### src/rtl/fetch_pkg.sv
// Shared types and default sizing for the instruction fetch queue.
package fetch_pkg;

    localparam int DataSize = 32;
    localparam int MemSize  = 10;
    localparam int Depth    = 4;

    typedef enum logic [1:0] {
        BOOT   = 2'd0,
        RUN    = 2'd1,
        HALTED = 2'd2
    } state_t;

endpackage

### src/rtl/fetch_queue_if.sv
// Fetch-stage bus: IM request/response, head-of-queue handshake, redirect/halt control.
interface fetch_queue_if #(
    parameter int DataSize = fetch_pkg::DataSize,
    parameter int MemSize  = fetch_pkg::MemSize,
    parameter int Depth    = fetch_pkg::Depth
);
    localparam int CntW = $clog2(Depth) + 1;

    logic                im_enable_fetch;
    logic [MemSize-1:0]  im_address;
    logic [DataSize-1:0] im_data;
    logic [DataSize-1:0] ir;
    logic [MemSize-1:0]  ir_pc;
    logic                ir_valid;
    logic                ir_ready;
    logic                redirect;
    logic [MemSize-1:0]  redirect_pc;
    logic                halt;
    logic [CntW-1:0]     count;

    modport master (
        output im_enable_fetch, im_address, ir, ir_pc, ir_valid, count,
        input  im_data, ir_ready, redirect, redirect_pc, halt
    );

    modport slave (
        input  im_enable_fetch, im_address, ir, ir_pc, ir_valid, count,
        output im_data, ir_ready, redirect, redirect_pc, halt
    );

endinterface

### src/rtl/fetch_fifo.sv
// Purpose: synchronous FIFO holding {instruction, pc} entries for the fetch stage.
// Latency: pushed entry visible at the head the cycle after the push.
// Backpressure: push ignored when full unless a pop frees a slot; flush overrides push and pop.
module fetch_fifo #(
    parameter  int Width = fetch_pkg::DataSize + fetch_pkg::MemSize,
    parameter  int Depth = fetch_pkg::Depth,
    localparam int PtrW  = $clog2(Depth),
    localparam int CntW  = PtrW + 1
) (
    input  logic             clk,
    input  logic             reset,
    input  logic             i_push,
    input  logic [Width-1:0] i_push_dat,
    input  logic             i_pop,
    input  logic             i_flush,
    output logic [CntW-1:0]  o_count,
    output logic [Width-1:0] o_head_dat
);

    logic [Width-1:0] r_mem [Depth];
    logic [PtrW-1:0]  r_wr_ptr;
    logic [PtrW-1:0]  r_rd_ptr;
    logic [CntW-1:0]  r_count;
    logic             w_push;
    logic             w_pop;

    assign w_pop  = i_pop && (r_count != '0);
    assign w_push = i_push && ((r_count != CntW'(Depth)) || w_pop);

    always_ff @(posedge clk or negedge reset) begin
        if (!reset) begin
            for (int i = 0; i < Depth; i++) begin
                r_mem[i] <= '0;
            end
            r_wr_ptr <= '0;
            r_rd_ptr <= '0;
            r_count  <= '0;
        end else if (i_flush) begin
            r_wr_ptr <= '0;
            r_rd_ptr <= '0;
            r_count  <= '0;
        end else begin
            if (w_push) begin
                r_mem[r_wr_ptr] <= i_push_dat;
                r_wr_ptr        <= r_wr_ptr + PtrW'(1);
            end
            if (w_pop) begin
                r_rd_ptr <= r_rd_ptr + PtrW'(1);
            end
            if (w_push && !w_pop) begin
                r_count <= r_count + CntW'(1);
            end else if (!w_push && w_pop) begin
                r_count <= r_count - CntW'(1);
            end
        end
    end

    assign o_count    = r_count;
    assign o_head_dat = r_mem[r_rd_ptr];

endmodule

### src/rtl/fetch_queue.sv
// Purpose: owns the PC, issues IM word reads and queues returned instructions tagged with their PC.
// Latency: fetch issued in cycle N is valid at the head in cycle N+2; redirect refetches in R+1.
// Backpressure: issue stalls while queued + inflight entries fill the FIFO; ir_ready pops the head.
module fetch_queue #(
    parameter int DataSize = fetch_pkg::DataSize,
    parameter int MemSize  = fetch_pkg::MemSize,
    parameter int Depth    = fetch_pkg::Depth
) (
    input  logic          clk,
    input  logic          reset,
    fetch_queue_if.master bus
);
    import fetch_pkg::*;

    localparam int CntW = $clog2(Depth) + 1;
    localparam int EntW = DataSize + MemSize;

    state_t              r_state;
    state_t              w_state_nxt;
    logic [MemSize-1:0]  r_pc;
    logic [MemSize-1:0]  r_req_pc;
    logic                r_inflight;
    logic                r_kill;

    logic                w_issue;
    logic                w_push;
    logic                w_pop;
    logic                w_valid;
    logic [CntW-1:0]     w_count;
    logic [CntW:0]       w_occ;
    logic [EntW-1:0]     w_head;

    // The outstanding IM read already owns a slot, so it is counted against the FIFO depth.
    assign w_occ   = {1'b0, w_count} + (CntW+1)'(r_inflight);
    assign w_issue = (r_state == RUN) && !bus.halt && !bus.redirect
                     && (w_occ < (CntW+1)'(Depth));
    assign w_valid = (w_count != '0);
    assign w_push  = r_inflight && !r_kill;
    assign w_pop   = w_valid && bus.ir_ready;

    always_ff @(posedge clk or negedge reset) begin
        if (!reset) begin
            r_state <= BOOT;
        end else begin
            r_state <= w_state_nxt;
        end
    end

    always_comb begin
        w_state_nxt = r_state;
        case (r_state)
            BOOT:    w_state_nxt = RUN;
            RUN:     if (bus.halt)  w_state_nxt = HALTED;
            HALTED:  if (!bus.halt) w_state_nxt = RUN;
            default: w_state_nxt = BOOT;
        endcase
    end

    always_ff @(posedge clk or negedge reset) begin
        if (!reset) begin
            r_pc       <= '0;
            r_req_pc   <= '0;
            r_inflight <= 1'b0;
            r_kill     <= 1'b0;
        end else begin
            r_inflight <= w_issue;
            r_kill     <= bus.redirect;
            if (w_issue) begin
                r_req_pc <= r_pc;
            end
            if (bus.redirect) begin
                r_pc <= bus.redirect_pc;
            end else if (w_issue) begin
                r_pc <= r_pc + MemSize'(1);
            end
        end
    end

    fetch_fifo #(
        .Width (EntW),
        .Depth (Depth)
    ) u_fifo (
        .clk        (clk),
        .reset      (reset),
        .i_push     (w_push),
        .i_push_dat ({bus.im_data, r_req_pc}),
        .i_pop      (w_pop),
        .i_flush    (bus.redirect),
        .o_count    (w_count),
        .o_head_dat (w_head)
    );

    assign bus.im_enable_fetch   = w_issue;
    assign bus.im_address        = r_pc;
    assign {bus.ir, bus.ir_pc}   = w_head;
    assign bus.ir_valid          = w_valid;
    assign bus.count             = w_count;

endmodule

### src/flat_wrapper.sv
// flat-port wrapper written by rule: the top's interface ports become plain ports
module fetch_queue_flat import fetch_pkg::*;
#(
    parameter int DataSize = fetch_pkg::DataSize,
    parameter int MemSize  = fetch_pkg::MemSize,
    parameter int Depth    = fetch_pkg::Depth
)
  (clk, reset, bus_im_enable_fetch, bus_im_address, bus_ir, bus_ir_pc, bus_ir_valid, bus_count, bus_im_data, bus_ir_ready, bus_redirect, bus_redirect_pc, bus_halt);
  fetch_queue_if #(.DataSize(DataSize), .MemSize(MemSize), .Depth(Depth)) bus_i ();
  input  logic clk;
  input  logic reset;
  output wire logic [$bits(bus_i.im_enable_fetch)-1:0] bus_im_enable_fetch;
  output wire logic [$bits(bus_i.im_address)-1:0] bus_im_address;
  output wire logic [$bits(bus_i.ir)-1:0] bus_ir;
  output wire logic [$bits(bus_i.ir_pc)-1:0] bus_ir_pc;
  output wire logic [$bits(bus_i.ir_valid)-1:0] bus_ir_valid;
  output wire logic [$bits(bus_i.count)-1:0] bus_count;
  input wire logic [$bits(bus_i.im_data)-1:0] bus_im_data;
  input wire logic [$bits(bus_i.ir_ready)-1:0] bus_ir_ready;
  input wire logic [$bits(bus_i.redirect)-1:0] bus_redirect;
  input wire logic [$bits(bus_i.redirect_pc)-1:0] bus_redirect_pc;
  input wire logic [$bits(bus_i.halt)-1:0] bus_halt;
  assign bus_im_enable_fetch = bus_i.im_enable_fetch;
  assign bus_im_address = bus_i.im_address;
  assign bus_ir = bus_i.ir;
  assign bus_ir_pc = bus_i.ir_pc;
  assign bus_ir_valid = bus_i.ir_valid;
  assign bus_count = bus_i.count;
  assign bus_i.im_data = bus_im_data;
  assign bus_i.ir_ready = bus_ir_ready;
  assign bus_i.redirect = bus_redirect;
  assign bus_i.redirect_pc = bus_redirect_pc;
  assign bus_i.halt = bus_halt;
  fetch_queue #(.DataSize(DataSize), .MemSize(MemSize), .Depth(Depth)) u_core (.clk(clk), .reset(reset), .bus(bus_i));
endmodule
### config.mk
export PLATFORM = sky130hd
export DESIGN_NAME = fetch_queue_flat
export DESIGN_NICKNAME = d
export VERILOG_FILES = /design/src/rtl/fetch_pkg.sv /design/src/rtl/fetch_queue_if.sv /design/src/rtl/fetch_fifo.sv /design/src/rtl/fetch_queue.sv /design/src/flat_wrapper.sv
export SDC_FILE = /design/constraint.sdc
export NUM_CORES = 1
export LEC_CHECK = 0
export BUFFER_PORTS_ARGS = -buffer_cell sky130_fd_sc_hd__buf_2
export CAP_MARGIN = 25
export CORE_MARGIN = 5
export CORE_UTILIZATION = 25
export CTS_CLUSTER_SIZE = 25
export DETAILED_ROUTE_END_ITERATION = 16
export GPL_TIMING_DRIVEN = 0
export PLACE_DENSITY = 0.43
export SLEW_MARGIN = 10
export SYNTH_ARGS = -nofsm -noshare
export SYNTH_HDL_FRONTEND = slang
export SYNTH_HIERARCHICAL = 1
export SYNTH_SLANG_ARGS = --single-unit
export TNS_END_PERCENT = 1
### constraint.sdc
create_clock -name clk -period 3.4 [get_ports clk]
set_input_delay 0.34 -clock clk [delete_from_list [all_inputs] [get_ports clk]]
set_output_delay 0.34 -clock clk [all_outputs]
set_load 0.02 [all_outputs]
Word-level counts from Yosys, hierarchy flattened:

Cells that the tools add are included.

* $add $sub $neg: 6
* order comparisons: 4
* equal/unequal tests: 5
* mux-type cells: 18
* bitwise operators: 3
* reductions and logical operators: 24

Operators with widths (number)
* bitwise mux 168 bit: 1
* 2-to-1 mux 42 bit: 3
* binary-select mux 42 bit (select 2 bit): 1
* demux 42 bit (select 2 bit): 1
* 2-to-1 mux 10 bit: 2
* 2-to-1 mux 2 bit: 6
* adder 10 x 1 -> 10 bit, second input constant: 1
* logical AND 1 bit: 10
* 2-to-1 mux 3 bit: 3
* greater-or-equal comparator 3 bit, second input constant: 2
* NOT 2 -> 3 bit: 2
* one-hot mux 2 bit (3 select lines): 1
* nonzero test 2 bit: 3
* nonzero test 3 bit: 2
* zero test 1 bit: 5
* adder 2 x 1 -> 2 bit, second input constant: 2
* adder 3 x 1 -> 4 bit: 1
* < comparator 4 x 3 -> 1 bit, second input constant: 1
* inequality test 2 bit, second input constant: 2
* AND reduction 2 bit: 2
* adder 3 x 1 -> 3 bit, second input constant: 1
* < comparator 3 x 1 -> 1 bit, second input constant: 1
* inequality test 3 bit, second input constant: 1
* subtractor 3 x 1 -> 3 bit, second input constant: 1
* other kinds (5): 5

* register bits after elaboration: 199
* input port bits: 47
* output and inout bits: 57
* logic and storage cells: 72

Depth between registers and ports, before layout:

* word-level depth: 10
* mapped depth: 10
* depth with buffers taken out: 10

Modules after synthesis:

Netlist, hierarchy kept.

Modules (own cells, without submodules)
* fetch_fifo: times used 1, cells each 456, area an instance 7771.2 sq um, seq. area each 4379.2 sq um
* fetch_queue: times used 1, cells each 101, area an instance 1148.6 sq um, seq. area each 600.6 sq um

Worst setup path before layout:

No wires, ideal clock.

* path type: reg-to-reg
* start: reg u_core.u_fifo.r_count[2] (netlist: u_core/u_fifo/o_count[2])
* end: reg u_core.u_fifo.r_count[1] (netlist: u_core/u_fifo/o_count[1])
* setup time: 0.104 ns
* arrival time: 2.983 ns
* required time: 3.296 ns
* slack: 0.314 ns
* stages on the path, launching flop included: 11
* path buffers: 0
* clock period less this slack: 3.086 ns
* cell sequence: dfrtp_1 > or3_1 > and2_1 > nor4b_1 > or2b_1 > nor2_1 > fa_1 > o21bai_1 > a31oi_1 > o21ai_0 > a221oi_1

* word-level cells in the longest chain between the ends: 8
* elaborated cells on any way between the ends: 13
* classes of those cells: eq/ne (1); mux (2); reduce/logical (10)

RTL lines
* start: declaration: RTL line fetch_fifo.sv:23 `logic [CntW-1:0] r_count;`
* start signal: assignment: RTL line fetch_fifo.sv:51 `r_count <= r_count + CntW'(1);`
* start signal: assignment: RTL line fetch_fifo.sv:53 `r_count <= r_count - CntW'(1);`
* nonzero test 3 bit (*): RTL line fetch_queue.sv:37 `assign w_valid = (w_count != '0);`
* named net bus_ir_valid: RTL line flat_wrapper.sv:16 `output wire logic [$bits(bus_i.ir_valid)-1:0] bus_ir_valid;`
* logical AND 1 bit (*): RTL line fetch_queue.sv:39 `assign w_pop = w_valid && bus.ir_ready;`
* named net u_core.w_pop: RTL line fetch_queue.sv:27 `logic w_pop;`
* logical AND 1 bit (*): RTL line fetch_fifo.sv:27 `assign w_pop = i_pop && (r_count != '0);`
* logical OR 1 bit: RTL line fetch_fifo.sv:28 `assign w_push = i_push && ((r_count != CntW'(Depth)) || w_pop);`
* logical AND 1 bit: RTL line fetch_fifo.sv:28
* logical AND 1 bit or zero test 1 bit (tied branches): RTL line fetch_fifo.sv:50, fetch_fifo.sv:52
* 2-to-1 mux 3 bit or logical AND 1 bit (tied branches): RTL line fetch_fifo.sv:50, fetch_fifo.sv:52
* 2-to-1 mux 3 bit or nonzero test 3 bit (tied branches)

Mark *: on every way through the listed nets, which the timed path passes. The rest lies on a longest branch.
A chain may end at the register's enable or synchronous reset.

Final worst setup path:

* start: reg u_core.u_fifo.r_count[1] (netlist: u_core/u_fifo/o_count[1])
* end: reg u_core.u_fifo.r_count[1] (netlist: u_core/u_fifo/o_count[1])

* word-level cells in the longest chain between the ends: 8
* elaborated cells on any way between the ends: 16
* classes of those cells: add/sub (2); eq/ne (1); mux (3); reduce/logical (10)

RTL lines (RTL line)
* nonzero test 3 bit (*): fetch_queue.sv:37
* logical AND 1 bit (*): fetch_queue.sv:39
* named net u_core.w_pop: fetch_queue.sv:27
* logical AND 1 bit (*): fetch_fifo.sv:27
* logical OR 1 bit: fetch_fifo.sv:28
* logical AND 1 bit: fetch_fifo.sv:28
* logical AND 1 bit or zero test 1 bit (tied branches): fetch_fifo.sv:50, fetch_fifo.sv:52
* 2-to-1 mux 3 bit or logical AND 1 bit (tied branches): fetch_fifo.sv:50, fetch_fifo.sv:52
* 2-to-1 mux 3 bit or nonzero test 3 bit (tied branches)

Mark *: on every way through the listed nets, which the timed path passes. The rest lies on a longest branch. The select of a mux whose other input is x is not followed.

==> impl_metrics.json <==
{
  "outcome": "finished clean",
  "cts_htree_levels": 4,
  "initialDrtViolationCount": 214,
  "first_global_vias": 5936,
  "syn-instance-count": 557,
  "worst-endpoint-arrival_ns": 3.42,
  "synthFlopType": "sky130_fd_sc_hd__dfrtp_1",
  "initial_utilization": 0.252,
  "rsz_0062_raised_after_global_routing": "false",
  "required_ns": 3.73,
  "grt_first_pass_wirelength_um": 35000,
  "grt_max_degree": 79,
  "synthesis.area_mm2": 0.00892,
  "synth_top_family_by_area": "multiplexers",
  "yosysTopAreaCell": "sky130_fd_sc_hd__dfrtp_1",
  "post-dp-hpwl_um": 15100,
  "max_cap_violations": 0,
  "synth-seq-area-share": 0.558,
  "synthArstFlopShare": 1.00,
  "routed_wire_length_per_instance_um": 18.9,
  "drc": 0,
  "fin_setup_tns_ns": 0,
  "static-leakage-power_nw": 5.05,
  "setup_viol": 0,
  "holdCritPathClass": "in2reg",
  "postLayoutSetupSlackWorst_ns": 0.309,
  "final.period_utilization": 0.909,
  "placementRows": 69,
  "place.gp.congestion": 0.787,
  "clock_latency_ns": 0.43,
  "timing_worst_setup_path_type": "reg2reg",
  "worst_pin_slew_ns": 0.858,
  "dieWidth_um": 199,
  "core-area_mm2": 0.0354,
  "synth.top_cells.by_count": "sky130_fd_sc_hd__dfrtp_1 (199), sky130_fd_sc_hd__mux2_2 (170), sky130_fd_sc_hd__mux4_2 (42)",
  "post_drt_via_cell_ratio": 4.48,
  "ir_drop_mv": 0.365,
  "final-hold-violation-count": 0,
  "synth.lib_cells_used.distinct": 45,
  "clkTransAtPathRegs_ns": 0.07,
  "numCtsBuffers": 17,
  "path_max_fanout": 7,
  "synth_largest_type_area_fraction": 0.558,
  "synth.top_cells.by_area": "sky130_fd_sc_hd__dfrtp_1 (56%), sky130_fd_sc_hd__mux2_2 (21%), sky130_fd_sc_hd__mux4_2 (11%)",
  "final_core_util": 0.301,
  "layout-drive-gt1-share": 0.547,
  "syn_to_final_growth_pct": 19.6,
  "syn-mean-instance-area_um2": 16.0,
  "ctsRootBufferMaster": "sky130_fd_sc_hd__clkbuf_16",
  "synthXorXnorAreaFrac": 0.0118,
  "clock_tree.buffer_depth": 2,
  "min_period_ns": 3.09,
  "post-synth-top-count-cell": "sky130_fd_sc_hd__dfrtp_1",
  "area_fraction_in_compound_gates_after_synthesis": 0.0139,
  "tritoncts": "built",
  "groute.usage.overall": 0.116,
  "die_area_mm2": 0.0396,
  "top_level_ports": 104,
  "start_kind": "flip-flop",
  "antenna_cells": 0,
  "kind_of_capture_point_of_the_worst_setup_path": "flip-flop",
  "postSynthNetCount": 610,
  "n_fill_cell": 3564,
  "fmax_mhz": 324,
  "vias_post_dr": 5178,
  "finalHoldWorstSlack_ns": 0.104,
  "sink_count_of_the_clock_tree": 199,
  "max-slew-margin-rel": 0.428,
  "dp_slack_ns": 0.174,
  "design.final.nets": 735,
  "wl_um": 21800,
  "pwr_density_cell_mw_per_mm2": 624,
  "timing.final.max_slew_violations": 0,
  "yosysWarnings": 6,
  "initial_antenna_violation_count": 2,
  "final.setup_skew_ns": 0.00645,
  "synthMuxAreaShare": 0.337,
  "dr.pass1.iters": 4,
  "grt_overflow_total": 0,
  "ys_ff_latch": 199,
  "synth_fa_ha_area_frac": 0.00926,
  "post_synth_and_or_nand_nor_area_fraction": 0.0396,
  "synth_edf_count": 0,
  "chipHeight_um": 199,
  "report.power.total_mw": 6.66,
  "drt.antenna.violating_nets": 0,
  "port_buffers": 103
}
[cell type report]
type                       count  area, µm²  area share
sequential                   199       4980       0.467
multi-input combinational    322       3670       0.344
timing repair buffer         106        591      0.0554
tap                          461        577      0.0541
clock buffer                  21        460      0.0432
buffer                        31        254      0.0238
clock inverter                11        113      0.0106
inverter                       5       18.8     0.00176
[critical path, stage by stage (launching register included)]
cell                       delay [ns]
sky130_fd_sc_hd__dfrtp_1         0.47
sky130_fd_sc_hd__or3_1           0.42
sky130_fd_sc_hd__and2_1          0.24
sky130_fd_sc_hd__nor4b_2         0.33
sky130_fd_sc_hd__or2b_1          0.28
sky130_fd_sc_hd__nor2_1          0.08
sky130_fd_sc_hd__fa_1            0.46
sky130_fd_sc_hd__o21bai_1        0.17
sky130_fd_sc_hd__a31oi_1         0.15
sky130_fd_sc_hd__o21ai_0         0.10
sky130_fd_sc_hd__a221oi_1        0.30
[cells by family (layout without fill, tap and decap cells)]
logic type      Yosys count  in the layout
flops                   199            199
xor+xnor                 12             12
fa+ha+maj                 6              6
buf+inv                  36            174
compound gates           19             19
mux                     225            225
simple gates             60             60
[where the power goes]
part / total [mW] / switching (mW) / leakage, nW / internal (mW)
clock: 1.99 / 0.921 / 0.273 / 1.07
combinational: 1.63 / 0.836 / 2.11 / 0.790
sequential: 3.05 / 0.286 / 2.67 / 2.76
total: 6.66 / 2.04 / 5.05 / 4.62
[layout by cell type, fill, tap and decap left out, types with 6 or more instances in the layout]
cell type / netlist / layout
sky130_fd_sc_hd__dfrtp_1: 199 / 199
sky130_fd_sc_hd__mux2_2: 170 / 170
sky130_fd_sc_hd__buf_2: 5 / 107
sky130_fd_sc_hd__mux4_2: 42 / 42
sky130_fd_sc_hd__clkbuf_16: 0 / 17
sky130_fd_sc_hd__buf_6: 17 / 17
sky130_fd_sc_hd__nand2_1: 13 / 13
sky130_fd_sc_hd__mux2_1: 10 / 10
sky130_fd_sc_hd__nor2_1: 10 / 10
sky130_fd_sc_hd__clkbuf_1: 6 / 8
sky130_fd_sc_hd__xor2_1: 8 / 8
sky130_fd_sc_hd__o21ai_1: 7 / 7
sky130_fd_sc_hd__nand3_1: 6 / 6
[per-layer routing]
metal,share of wire,vias to the layer above,routed length (µm),GRT usage
li1,-,2312,-,-
met1,0.45,2752,9840,0.149
met2,0.49,94,10800,0.195
met3,0.043,16,937,0.0327
met4,0.010,4,226,0.0256
met5,0.0016,-,34,0
[final timing paths]
kind,startpoint,to,slack [ns],cells past startpoint
worst max-delay path,u_core/u_fifo/o_count[1],u_core/u_fifo/o_count[1],0.31,10
worst min-delay path,bus_redirect,u_core/r_kill,0.10,1
worst max register to register,u_core/u_fifo/o_count[1],u_core/u_fifo/o_count[1],0.31,10
worst min register to register,u_core/u_fifo/r_mem[33],u_core/u_fifo/r_mem[33],0.50,1
max in group asynchronous,reset,u_core/u_fifo/r_mem[107],2.22,3
min in group asynchronous,reset,u_core/bus.im_address[3],0.41,2
[sequential cells by signal (all words and copies together), names as in the netlist]
| register | count |
|---|---|
| u_core/bus.im_address | 10 |
| u_core/r_inflight | 1 |
| u_core/r_kill | 1 |
| u_core/r_req_pc | 10 |
| u_core/r_state | 2 |
| u_core/u_fifo/o_count | 3 |
| u_core/u_fifo/r_mem | 168 |
| u_core/u_fifo/r_rd_ptr | 2 |
| u_core/u_fifo/r_wr_ptr | 2 |
[stage by stage]
stage	area [µm²]	cells
after global placement	10000	1121
final	10700	1156
after detailed placement	10100	1123
after global routing	10700	1156
after floorplan	8920	557
after CTS	10700	1156
[what timing repair did]
item	CTS	global route
gates resized for setup	0	1
setup endpoints to repair	0	1
hold endpoints to repair	53	0
buffers inserted	0	0
hold buffers	1	0
Note: power is estimated with default switching activity, not from simulation.
